File: src/rtl/inst_fetch_axi_pkg.sv
// -----------------------------------------------------------------------------
// inst_fetch_axi_pkg
// Shared constants for the instruction-fetch AXI-Lite path: bus widths, reset
// and chip-enable levels, AXI response codes, the fetch FSM state encoding,
// and small decode helpers used by the fetch top level.
// -----------------------------------------------------------------------------
package inst_fetch_axi_pkg;

    localparam int          INST_ADDR_BUS = 32;
    localparam int          INST_BUS      = 32;
    localparam logic [31:0] ZEROWORD      = 32'h0000_0000;
    localparam logic        RST_ENABLE    = 1'b0;
    localparam logic        CHIP_ENABLE   = 1'b1;

    localparam logic [1:0]  AXI_RESP_OKAY   = 2'b00;
    localparam logic [1:0]  AXI_RESP_SLVERR = 2'b10;
    localparam logic [1:0]  AXI_RESP_DECERR = 2'b11;

    typedef enum logic [1:0] {
        IF_IDLE = 2'd0,
        IF_ADDR = 2'd1,
        IF_DATA = 2'd2
    } if_state_e;

    // EXOKAY has no meaning on AXI-Lite, so anything other than OKAY is an error.
    function automatic logic resp_is_error(input logic [1:0] resp);
        logic err;
        case (resp)
            AXI_RESP_OKAY:   err = 1'b0;
            AXI_RESP_SLVERR: err = 1'b1;
            AXI_RESP_DECERR: err = 1'b1;
            default:         err = 1'b1;
        endcase
        return err;
    endfunction

    function automatic logic is_misaligned(input logic [INST_ADDR_BUS-1:0] addr);
        return addr[1:0] != 2'b00;
    endfunction

endpackage

File: src/rtl/inst_fetch_axi_rd_master.sv
// -----------------------------------------------------------------------------
// axi_lite_rd_master
// Single-outstanding AXI-Lite read master. A request in IDLE latches the
// address and raises arvalid; after the AR handshake rready is raised until
// the R handshake, which is reported to the core side for one cycle.
// Ports:
//   clk, rst          clock, synchronous active-low reset
//   req_i/req_addr_i  core request (only honoured in IDLE)
//   rsp_*_o           R-handshake strobe with data, response and the address
//   ar*/r*            AXI-Lite read address / read data channels
// -----------------------------------------------------------------------------
module axi_lite_rd_master
    import inst_fetch_axi_pkg::*;
(
    input  logic                     clk,
    input  logic                     rst,
    input  logic                     req_i,
    input  logic [INST_ADDR_BUS-1:0] req_addr_i,
    output logic                     rsp_valid_o,
    output logic [INST_BUS-1:0]      rsp_data_o,
    output logic [1:0]               rsp_resp_o,
    output logic [INST_ADDR_BUS-1:0] rsp_addr_o,
    output logic [INST_ADDR_BUS-1:0] araddr_o,
    output logic                     arvalid_o,
    input  logic                     arready_i,
    input  logic [INST_BUS-1:0]      rdata_i,
    input  logic [1:0]               rresp_i,
    input  logic                     rvalid_i,
    output logic                     rready_o
);

    if_state_e                state_q, state_d;
    logic [INST_ADDR_BUS-1:0] araddr_q, araddr_d;
    logic                     arvalid_q, arvalid_d;
    logic                     rready_q, rready_d;

    always_ff @(posedge clk) begin
        if (rst == RST_ENABLE) begin
            state_q   <= IF_IDLE;
            araddr_q  <= ZEROWORD;
            arvalid_q <= 1'b0;
            rready_q  <= 1'b0;
        end else begin
            state_q   <= state_d;
            araddr_q  <= araddr_d;
            arvalid_q <= arvalid_d;
            rready_q  <= rready_d;
        end
    end

    always_comb begin
        state_d   = state_q;
        araddr_d  = araddr_q;
        arvalid_d = arvalid_q;
        rready_d  = rready_q;
        case (state_q)
            IF_IDLE: begin
                if (req_i) begin
                    araddr_d  = req_addr_i;
                    arvalid_d = 1'b1;
                    state_d   = IF_ADDR;
                end
            end
            IF_ADDR: begin
                if (arvalid_q && arready_i) begin
                    arvalid_d = 1'b0;
                    rready_d  = 1'b1;
                    state_d   = IF_DATA;
                end
            end
            IF_DATA: begin
                if (rvalid_i && rready_q) begin
                    rready_d = 1'b0;
                    state_d  = IF_IDLE;
                end
            end
            default: begin
                state_d   = IF_IDLE;
                arvalid_d = 1'b0;
                rready_d  = 1'b0;
            end
        endcase
    end

    // araddr_q stays valid through DATA, so it tags the returned word even if
    // the PC has moved on in the meantime.
    assign rsp_valid_o = (state_q == IF_DATA) && rvalid_i && rready_q;
    assign rsp_data_o  = rdata_i;
    assign rsp_resp_o  = rresp_i;
    assign rsp_addr_o  = araddr_q;
    assign araddr_o    = araddr_q;
    assign arvalid_o   = arvalid_q;
    assign rready_o    = rready_q;

endmodule

File: src/rtl/inst_fetch_axi.sv
// -----------------------------------------------------------------------------
// inst_fetch_axi
// Instruction-fetch responder with a one-entry fetch buffer. A miss on an
// aligned pc (with ce) starts one AXI-Lite read; the returned word is tagged
// with the read address. stall_req is held until the buffer hits the pc.
// Ports:
//   clk, rst           clock, synchronous active-low reset
//   ce, pc             fetch enable and address from the PC stage
//   inst, inst_valid   buffered word and hit indication towards IF/ID
//   stall_req          miss stall to the pipeline controller
//   fetch_err          one-cycle pulse: misaligned pc or non-OKAY rresp
//   ar*, r*            AXI-Lite read channels
// -----------------------------------------------------------------------------
module inst_fetch_axi
    import inst_fetch_axi_pkg::*;
#(
    parameter logic [31:0] RESET_TAG  = 32'h0000_0000,
    parameter logic [2:0]  ARPROT_VAL = 3'b100
) (
    input  logic                     clk,
    input  logic                     rst,
    input  logic                     ce,
    input  logic [INST_ADDR_BUS-1:0] pc,
    output logic [INST_BUS-1:0]      inst,
    output logic                     inst_valid,
    output logic                     stall_req,
    output logic                     fetch_err,
    output logic [INST_ADDR_BUS-1:0] araddr,
    output logic [2:0]               arprot,
    output logic                     arvalid,
    input  logic                     arready,
    input  logic [INST_BUS-1:0]      rdata,
    input  logic [1:0]               rresp,
    input  logic                     rvalid,
    output logic                     rready
);

    logic [INST_ADDR_BUS-1:0] tag_q, tag_d;
    logic                     tag_v_q, tag_v_d;
    logic [INST_BUS-1:0]      buf_q, buf_d;
    logic                     fetch_err_q, fetch_err_d;
    logic [INST_ADDR_BUS-1:0] mis_addr_q, mis_addr_d;
    logic                     mis_seen_q, mis_seen_d;

    logic                     ce_on, hit, misaligned, mis_new, req;
    logic                     rsp_valid;
    logic [INST_BUS-1:0]      rsp_data;
    logic [1:0]               rsp_resp;
    logic [INST_ADDR_BUS-1:0] rsp_addr;

    assign ce_on      = (ce == CHIP_ENABLE);
    assign hit        = tag_v_q && (tag_q == pc);
    assign misaligned = is_misaligned(pc);
    assign req        = ce_on && !hit && !misaligned;

    // A misaligned pc held for many cycles reports once; a different
    // misaligned address reports again.
    assign mis_new = ce_on && misaligned && !(mis_seen_q && (mis_addr_q == pc));

    assign inst       = buf_q;
    assign inst_valid = ce_on && hit && !misaligned;
    assign stall_req  = req;
    assign fetch_err  = fetch_err_q;
    assign arprot     = ARPROT_VAL;

    axi_lite_rd_master u_rd_master (
        .clk        (clk),
        .rst        (rst),
        .req_i      (req),
        .req_addr_i (pc),
        .rsp_valid_o(rsp_valid),
        .rsp_data_o (rsp_data),
        .rsp_resp_o (rsp_resp),
        .rsp_addr_o (rsp_addr),
        .araddr_o   (araddr),
        .arvalid_o  (arvalid),
        .arready_i  (arready),
        .rdata_i    (rdata),
        .rresp_i    (rresp),
        .rvalid_i   (rvalid),
        .rready_o   (rready)
    );

    always_comb begin
        tag_d       = tag_q;
        tag_v_d     = tag_v_q;
        buf_d       = buf_q;
        mis_addr_d  = mis_addr_q;
        mis_seen_d  = mis_seen_q;
        fetch_err_d = (rsp_valid && resp_is_error(rsp_resp)) || mis_new;
        if (rsp_valid) begin
            // A failed read still fills the buffer (with a NOP) so the
            // pipeline advances instead of refetching forever.
            buf_d   = resp_is_error(rsp_resp) ? ZEROWORD : rsp_data;
            tag_d   = rsp_addr;
            tag_v_d = 1'b1;
        end
        if (mis_new) begin
            mis_seen_d = 1'b1;
            mis_addr_d = pc;
        end else if (ce_on && !misaligned) begin
            mis_seen_d = 1'b0;
        end
    end

    always_ff @(posedge clk) begin
        if (rst == RST_ENABLE) begin
            tag_q       <= RESET_TAG;
            tag_v_q     <= 1'b0;
            buf_q       <= ZEROWORD;
            fetch_err_q <= 1'b0;
            mis_addr_q  <= ZEROWORD;
            mis_seen_q  <= 1'b0;
        end else begin
            tag_q       <= tag_d;
            tag_v_q     <= tag_v_d;
            buf_q       <= buf_d;
            fetch_err_q <= fetch_err_d;
            mis_addr_q  <= mis_addr_d;
            mis_seen_q  <= mis_seen_d;
        end
    end

endmodule

File: config.mk
export PLATFORM = sky130hd
export DESIGN_NAME = inst_fetch_axi
export DESIGN_NICKNAME = d
export VERILOG_FILES = /design/src/rtl/inst_fetch_axi_pkg.sv /design/src/rtl/inst_fetch_axi_rd_master.sv /design/src/rtl/inst_fetch_axi.sv
export SDC_FILE = /design/constraint.sdc
export NUM_CORES = 1
export LEC_CHECK = 0
export BUFFER_PORTS_ARGS = -buffer_cell sky130_fd_sc_hd__buf_2
export CAP_MARGIN = 0
export CELL_PAD_IN_SITES_DETAIL_PLACEMENT = 0
export CELL_PAD_IN_SITES_GLOBAL_PLACEMENT = 1
export CORE_ASPECT_RATIO = 0.9
export CORE_UTILIZATION = 35
export DETAILED_ROUTE_END_ITERATION = 10
export GPL_ROUTABILITY_DRIVEN = 0
export PLACE_DENSITY_LB_ADDON = 0.1
export SLEW_MARGIN = 25
export SYNTH_ARGS = -nofsm -noshare
export SYNTH_HDL_FRONTEND = slang
export SYNTH_SLANG_ARGS = --single-unit
File: constraint.sdc
create_clock -name clk -period 2.14 [get_ports clk]
set_clock_uncertainty 0.1 [all_clocks]
set_input_delay 0.428 -clock clk [delete_from_list [all_inputs] [get_ports clk]]
set_output_delay 0.428 -clock clk [all_outputs]
set_load 0.02 [all_outputs]
== After elaboration in Yosys (flattened, before gate mapping) ==
Index checks and enable logic that the tools add are counted.

* Flip-flop bits (word level): 135
* Output and inout port bits: 72
* Word-level logic and storage cells: 60

* Equality and inequality tests: 7
* Multiplexer cells: 15
* Bitwise logic cells: 2
* Reductions and logical operators: 26

{| class="wikitable"
|+ Operators by type and width
! kind !! count
|-
| 32-bit == test || 2
|-
| 32-bit 2-to-1 mux || 1
|-
| 1-bit logical AND || 14
|-
| 3-bit AND reduction || 3
|-
| 1-bit 2-to-1 mux || 8
|-
| 2-bit 2-to-1 mux || 3
|-
| 1-bit case mux with 3 select lines || 2
|-
| 2-bit case mux with 3 select lines || 1
|-
| 2-bit logical NOT || 2
|-
| 2-bit by 1-bit != test with 1-bit output, second input constant || 2
|-
| 2-bit nonzero test || 2
|-
| 1-bit logical NOT || 3
|-
| 2-bit by 1-bit == test with 1-bit output, second input constant || 1
|-
| 2-bit == test, second input constant || 1
|-
| 2-bit != test, second input constant || 1
|-
| 1-bit inverter || 2
|-
| 2-bit AND reduction || 1
|-
| 1-bit logical OR || 1
|}

== Longest topological paths before layout ==
Gate-level depths: netlist (run 1).

* Depth after elaboration: 7
* Mapped depth: 7
* Depth with buffers taken out: 6

== Cells and area by module ==
From an unflattened synthesis (run 1), not the netlist that was laid out.

* Cell total of the unflattened synthesis: 797
* Area, all modules: 6931.6 µm²

{| class="wikitable"
|+ Modules (own cells, without submodules)
! module !! instances !! cells each !! area an instance (µm²) !! seq. area each (µm²)
|-
| inst_fetch_axi || 1 || 570 || 4993.5 || 1981.9
|-
| axi_lite_rd_master || 1 || 227 || 1938.1 || 720.7
|}

== Worst setup path before layout (run 1) ==
Ideal clock, no wire load.

* Path kind: input to output
* Start point: input port pc[24]
* End point: output port inst_valid
* Arrival: 1900 ps
* Required time: 1612 ps
* Slack: -288 ps
* Stages on the path: 4
* Cell sequence: xnor2_1 -> nand4_1 -> or4_1 -> nor4_1

* Cells in the longest elaborated chain, start to end: 4

{| class="wikitable"
|+ Ends and longest elaborated chain
! item !! RTL line !! RTL
|-
| start, declared || inst_fetch_axi.sv:23 || <nowiki>input logic [INST_ADDR_BUS-1:0] pc,</nowiki>
|-
| 32-bit == test || inst_fetch_axi.sv:52 || <nowiki>assign hit = tag_v_q && (tag_q == pc);</nowiki>
|-
| 1-bit logical AND || inst_fetch_axi.sv:52 ||
|-
| 1-bit logical AND (2 in a row) || inst_fetch_axi.sv:61 || <nowiki>assign inst_valid = ce_on && hit && !misaligned;</nowiki>
|-
| end, declared || inst_fetch_axi.sv:25 || <nowiki>output logic inst_valid,</nowiki>
|}

Every way passes these cells.

== Worst setup path in the final report (run 1) ==
* Start point: register tag_q[22]
* End point: output port inst_valid

* Cells in the longest elaborated chain, start to end: 4

{| class="wikitable"
|+ Ends and longest elaborated chain
! item !! RTL line !! RTL
|-
| start, declared || inst_fetch_axi.sv:38 || <nowiki>logic [INST_ADDR_BUS-1:0] tag_q, tag_d;</nowiki>
|-
| start signal, assigned || inst_fetch_axi.sv:115 || <nowiki>tag_q <= tag_d;</nowiki>
|-
| 32-bit == test || inst_fetch_axi.sv:52 ||
|-
| 1-bit logical AND || inst_fetch_axi.sv:52 ||
|-
| 1-bit logical AND (2 in a row) || inst_fetch_axi.sv:61 ||
|}

Every way passes these cells.

==> out/results.txt, run 1 <==
# hold bufs at CTS: 0
flop-to-flop setup slack: -110 ps
Synth Area in Adders: 0
Fin. Hold Viols: 0
Worst Path Class, Setup: flop to output pin
antenna-violating nets left: 0
synthesis-stage register bit count: 135
Compound-Gate Fraction of Synth Area: 0.0994
Post-Syn Area: 5820 sq um
Leak Pwr: 0.00335 uW
Tmin final: 2630 ps
post-detailed-routing wire length: 16500 microns
DRT iter0 DRCs: 219
status: finished, violations left
initial antenna violation count: 1
DIE HEIGHT: 124 microns
Synth Area in Simple Gates: 0.196
Post-synth top flop: dfxtp_1
maximum clock insertion buffer count: 2
Nets: 890
vias per inst: 4.75
Placeable Area: 16200 sq um
clock latency on the worst-skew pair: 410 ps
syn avg cell area: 8.89 sq um
post-synthesis xor/xnor area fraction: 0.0964
PwrDens: 793 nW/um^2
WP data arrival: 2110 ps
Startpoint Class: flop
Num CTS Buffers: 17
synthesized instance count: 654
clk sinks: 135
number of synthesized flops with an enable pin: 0
Tot GR Track Use: 0.203
Synth area leaders: dfxtp_1 46%, nand2_1 13%, mux2i_1 10%
# setup viols final: 35
first-pass GRT wire length: 26200 microns
TritonCTS clock tree: done
Yosys top cell area share: 0.465
drt drc: 0
Final Core Density: 0.496
I/O pin cnt: 143
main combinational cell family by area after synthesis: simple AND/OR/NAND/NOR gates
mux contribution to synthesized area: 0.103
largest net degree at the start of global routing: 49
failing checks: negative setup slack
RSZ-0062 raised after global routing: yes
via total after detailed routing: 4937
vias in the first global route: 4973
Fmax achieved: 380 MHz
Port Buffers: 139
Slew headroom: 0.602
Setup WS post-layout: -495 ps
Max VDD drop: 0.568 mV
root buf cell: clkbuf_16
share of cells above drive strength 1: 0.314
H-tree depth: 4
Overflow after GRT: 0
sequential share of the synthesized area: 0.465
Reg clk slew, reported paths: 50 ps
Post-synth ARST share: 0
crit-path max FO: 2
Die Wd: 138 microns
hold_ws: 170 ps
synth warn: 0
Slew @ Worst Pin: 597 ps
area delta synth->final: 37.9%
Final period util: 1.23
distinct cell type count after synthesis: 32
total die area: 17100 sq um
drt wl/cell: 15.9 microns
area leader, netlist: dfxtp_1
Worst Path Required: 1610 ps
crit end category: output pin
Pins Over Slew Limit: 0
Hold Crit Class: input pin to flop
Synth top cells by count: 194 x nand2_1, 135 x dfxtp_1, 64 x a21boi_0, 60 x mux2i_1, 36 x nand3_1
# rows: 44
Initial Util: 0.359
Max Cap Violations: 0
hpwl dp: 11800 microns
most instantiated library cell after synthesis: nand2_1
DR pass1 iterations: 4
-- state kept, by name (all words and copies together) (netlist names) --
signal and cells:
mis_addr_q 32, u_rd_master.araddr_o 32, inst 32, u_rd_master.arvalid_o 1
fetch_err 1, tag_v_q 1, u_rd_master.state_q 2, mis_seen_q 1
u_rd_master.rready_o 1, tag_q 32
-- area by class of cell --
cell class / instances / area, sq um
multi-input cells: 470 / 3130
clock buffers: 24 / 492
inverters: 4 / 15.0
diodes: 1 / 2.50
well taps: 207 / 259
fillers: 1552 / 8160
repair buffers: 191 / 1260
flip-flops and latches: 135 / 2720
clock inverters: 8 / 143
-- cell usage in the layout, fill, tap and decap left out, types with 2 or more instances in the layout --
cell type	Yosys	routed
o21ai_0	3	3
buf_2	3	136
nand2_1	194	194
nand4_1	7	7
clkbuf_8	0	4
o21a_1	4	4
nor2_1	7	5
nor4_1	9	6
buf_6	3	3
and3b_1	2	2
nor2_2	0	2
clkbuf_16	0	19
xor2_2	0	7
xnor2_2	0	9
clkbuf_1	33	3
buf_4	3	40
and2_1	2	2
or4_4	1	2
inv_1	4	4
nand3_1	36	35
a21oi_1	3	3
xnor2_1	32	22
xor2_1	32	24
buf_12	0	10
mux2i_1	60	60
dfxtp_2	0	8
a21boi_0	64	64
nor4_4	0	3
bufinv_16	0	4
nor4_2	2	2
clkinv_2	0	3
conb_1	2	3
o2bb2ai_1	2	2
dfxtp_1	135	126
-- stage by stage --
step / total power, uW / setup WS (ps) / area (sq um) / setup TNS, ps / instances
finish: 6360 / -495 / 8020 / -3340 / 1040
detailed placement: 3250 / -631 / 7110 / -36340 / 1005
global route: 6610 / -591 / 8020 / -6830 / 1040
global placement: 3240 / -688 / 7110 / -36140 / 1005
CTS: 6410 / -507 / 7880 / -1340 / 1037
floorplan: 2970 / -19.3 / 5840 / -19.3 / 655
-- final timing paths --
kind | to | cells past startpoint | startpoint
worst max-delay path | inst_valid | 8 | tag_q[22]
worst min-delay path | mis_seen_q | 2 | ce
worst max register to register | u_rd_master.araddr_o[5] | 10 | tag_q[9]
worst min register to register | inst[30] | 2 | inst[30]
-- what timing repair did --
action                                  in CTS  in global routing
resized for setup                           26                 16
endpoints found under the setup margin      69                 58
setup buffers                                0                  0
cloned                                       0                  2
pin swaps                                   13                  4
-- worst max-delay path: stages, from the launching register on --
cell,delay (ps)
dfxtp_2,320
xor2_1,130
nor4_1,300
buf_4,180
nand4_1,100
buf_4,180
buf_6,110
nor4_4,190
buf_4,180
-- report_power, final --
group,internal (uW),switching [uW]
logic,285,322
clock network,2070,1060
registers,2580,48.0
-- kinds of logic (layout without fill, tap and decap cells) --
group | count (synthesis) | in the layout
AOI/OAI and AO/OA | 78 | 78
DFF | 135 | 135
and+or+nand+nor | 265 | 265
other | 2 | 4
buffers and inverters | 50 | 227
muxes | 60 | 60
xor gates and xnor gates | 64 | 64
-- metal layers --
metal  track usage  share of wire  up-vias
li1              -              -     2500
met1         0.277           0.48     2305
met2         0.309           0.45      114
met3        0.0533          0.062       18
met4        0.0614          0.013        0
met5             0              0        -
Note: power is estimated with default switching activity, not from simulation.
==> run 2: changes to the inputs <==
--- a/config.mk
+++ b/config.mk
@@ -9,10 +9,11 @@
 export CAP_MARGIN = 0
 export CELL_PAD_IN_SITES_DETAIL_PLACEMENT = 0
 export CELL_PAD_IN_SITES_GLOBAL_PLACEMENT = 1
-export CORE_ASPECT_RATIO = 0.9
+export CORE_ASPECT_RATIO = 0.7
 export CORE_UTILIZATION = 35
 export DETAILED_ROUTE_END_ITERATION = 10
-export GPL_ROUTABILITY_DRIVEN = 0
+export GPL_ROUTABILITY_DRIVEN = 1
+export MAX_ROUTING_LAYER = met4
 export PLACE_DENSITY_LB_ADDON = 0.1
 export SLEW_MARGIN = 25
 export SYNTH_ARGS = -nofsm -noshare
==> run 2 against run 1 <==
Effect of this change: critical path depth decreased by 2; count of clock-buffer cells in the layout stayed put; die area about the same; the flow still finishes with violations (negative setup slack); sequential share of layout area decreased by 0.66 points; critical path type unchanged; combinational power is 6.4% higher; register-to-register slack got worse by 240 ps; cell count increased by 2.5%.
==> out/results.txt, run 2 (synthesis results as in run 1) <==
total chip power: 6350 uW
Worst Path Class, Setup: flop to output pin
Slew @ Worst Pin: 576 ps
drt wl/cell: 15.9 microns
Setup TNS: -13330 ps
H-tree depth: 4
RSZ-0062 raised after global routing: yes
GPL Wtd Cong: 0.786
area delta synth->final: 40.9%
largest net degree at the start of global routing: 71
hpwl dp: 11700 microns
most frequent cells in the layout: 194 x nand2_1, 136 x buf_2, 123 x dfxtp_1, 64 x a21boi_0, 60 x mux2i_1
Max Cap Violations: 0
Initial Util: 0.357
Inserted Diodes: 0
busiest grt layer: met1
DIE HEIGHT: 110 microns
PwrDens: 775 nW/um^2
status: finished, violations left
grt met3 use: 0.0386
Leak Pwr: 0.00342 uW
clk sinks: 135
Tot GR Track Use: 0.201
Post-Place Cells: 1028
CP max-delay cell: or4_4
crit end category: output pin
share of cells above drive strength 1: 0.333
Tmin final: 2600 ps
GR Util met2: 0.279
vias per inst: 4.73
# rows: 39
Port Buffers: 139
# setup viols final: 60
antenna-violating nets left: 0
maximum clock insertion buffer count: 2
GR Layer Usage met1: 0.287
Worst Path Buf+Inv: 1
clock latency on the worst-skew pair: 420 ps
Die Wd: 156 microns
Slew headroom: 0.615
I/O pin cnt: 143
Fmax achieved: 384 MHz
Num CTS Buffers: 17
slowest stage delay, CP: 600 ps
total die area: 17100 sq um
drt drc: 0
Final period util: 1.22
Multi-input gate area: 3190 sq um
Hold Crit Class: input pin to flop
hold_ws: 168 ps
TritonCTS clock tree: done
Setup WS post-layout: -463 ps
initial antenna violation count: 0
Worst Setup SP: tag_q[25]
Pins Over Slew Limit: 0
origin of the critical flop-to-flop path: tag_q[25]
Reg clk slew, reported paths: 60 ps
Max VDD drop: 0.368 mV
via total after detailed routing: 5042
post-detailed-routing wire length: 17000 microns
root buf cell: clkbuf_16
Startpoint Class: flop
sequential cell area: 2720 sq um
Final Instance Count excl. Fillers: 1066
Fin. Hold Viols: 0
Nets: 899
leading cell type in the layout, fill and taps excluded: nand2_1
failing checks: negative setup slack
CP delay by family, top: simple AND/OR/NAND/NOR gates
first-pass GRT wire length: 24800 microns
WP data arrival: 2070 ps
Overflow after GRT: 0
Worst Path Required: 1610 ps
DRT iter0 DRCs: 245
FILL cells: 1602
crit-path max FO: 2
DR pass1 iterations: 4
Placeable Area: 16300 sq um
vias in the first global route: 4545
critical path cell sequence: xnor2_4, nand4_1, or4_4, nor3_4, nor2_2, buf_6
HP Start: rdata[27]
==> run 2: changes by cell type in the layout (fill, tap and decap cells not counted), moves of 2 or more <==
cell / change
buf_4: +4
buf_6: +4
dfxtp_1: -3
dfxtp_2: +3
nor4_1: -3
nor2_1: -2
nor4_4: +2
o2bb2ai_1: -2
o2bb2ai_2: +2
==> run 2: timing repair <==
item                                   CTS  global route
cloned                                   0             3
hold buffers                             0             0
endpoints found under the hold margin    0             0
pin swaps                               15            20
buffers inserted                         4             4
resized for setup                       25            34
setup endpoints to repair               69            68
==> run 2: final cells by class <==
type                    count  share of cell area
inverters                   4             0.00183
multi-input cells         470               0.390
well taps                 225              0.0344
repair buffers            200               0.167
clock buffers              24              0.0612
flip-flops and latches    135               0.332
clock inverters             8              0.0144
==> run 2: worst min-delay path, cell delays in order <==
cell and delay, ps:
buf_2 90, nand3_1 50, a21boi_0 70
==> run 2: power breakdown <==
part           switching, uW  leakage, uW  internal, uW
sequential              47.8      0.00110          2580
combinational            340      0.00202           306
clock                   1100     0.000306          1980
total                   1480      0.00342          4860
==> run 2: final timing paths <==
check	end	slack (ps)	depth (start not counted)
hold reg to reg	inst[26]	360	2
hold / removal	inst[27]	170	3
setup / recovery	stall_req	-460	6
setup reg to reg	u_rd_master.araddr_o[23]	-350	11
==> run 2: per-stage QoR <==
stage / area, sq um / utilization / setup slack (ps)
floorplan: 5840 / - / -19.3
global route: 8190 / 0.503 / -525
CTS: 7940 / 0.487 / -464
detailed placement: 7170 / 0.440 / -538
global placement: 7170 / 0.440 / -555
finish: 8190 / 0.503 / -463
==> run 2: per-layer routing <==
metal  wire [microns]  vias up
li1                 -     2507
met5                0        -
met1             8790     2413
met3              695       18
met2             7270      104
met4              211        0
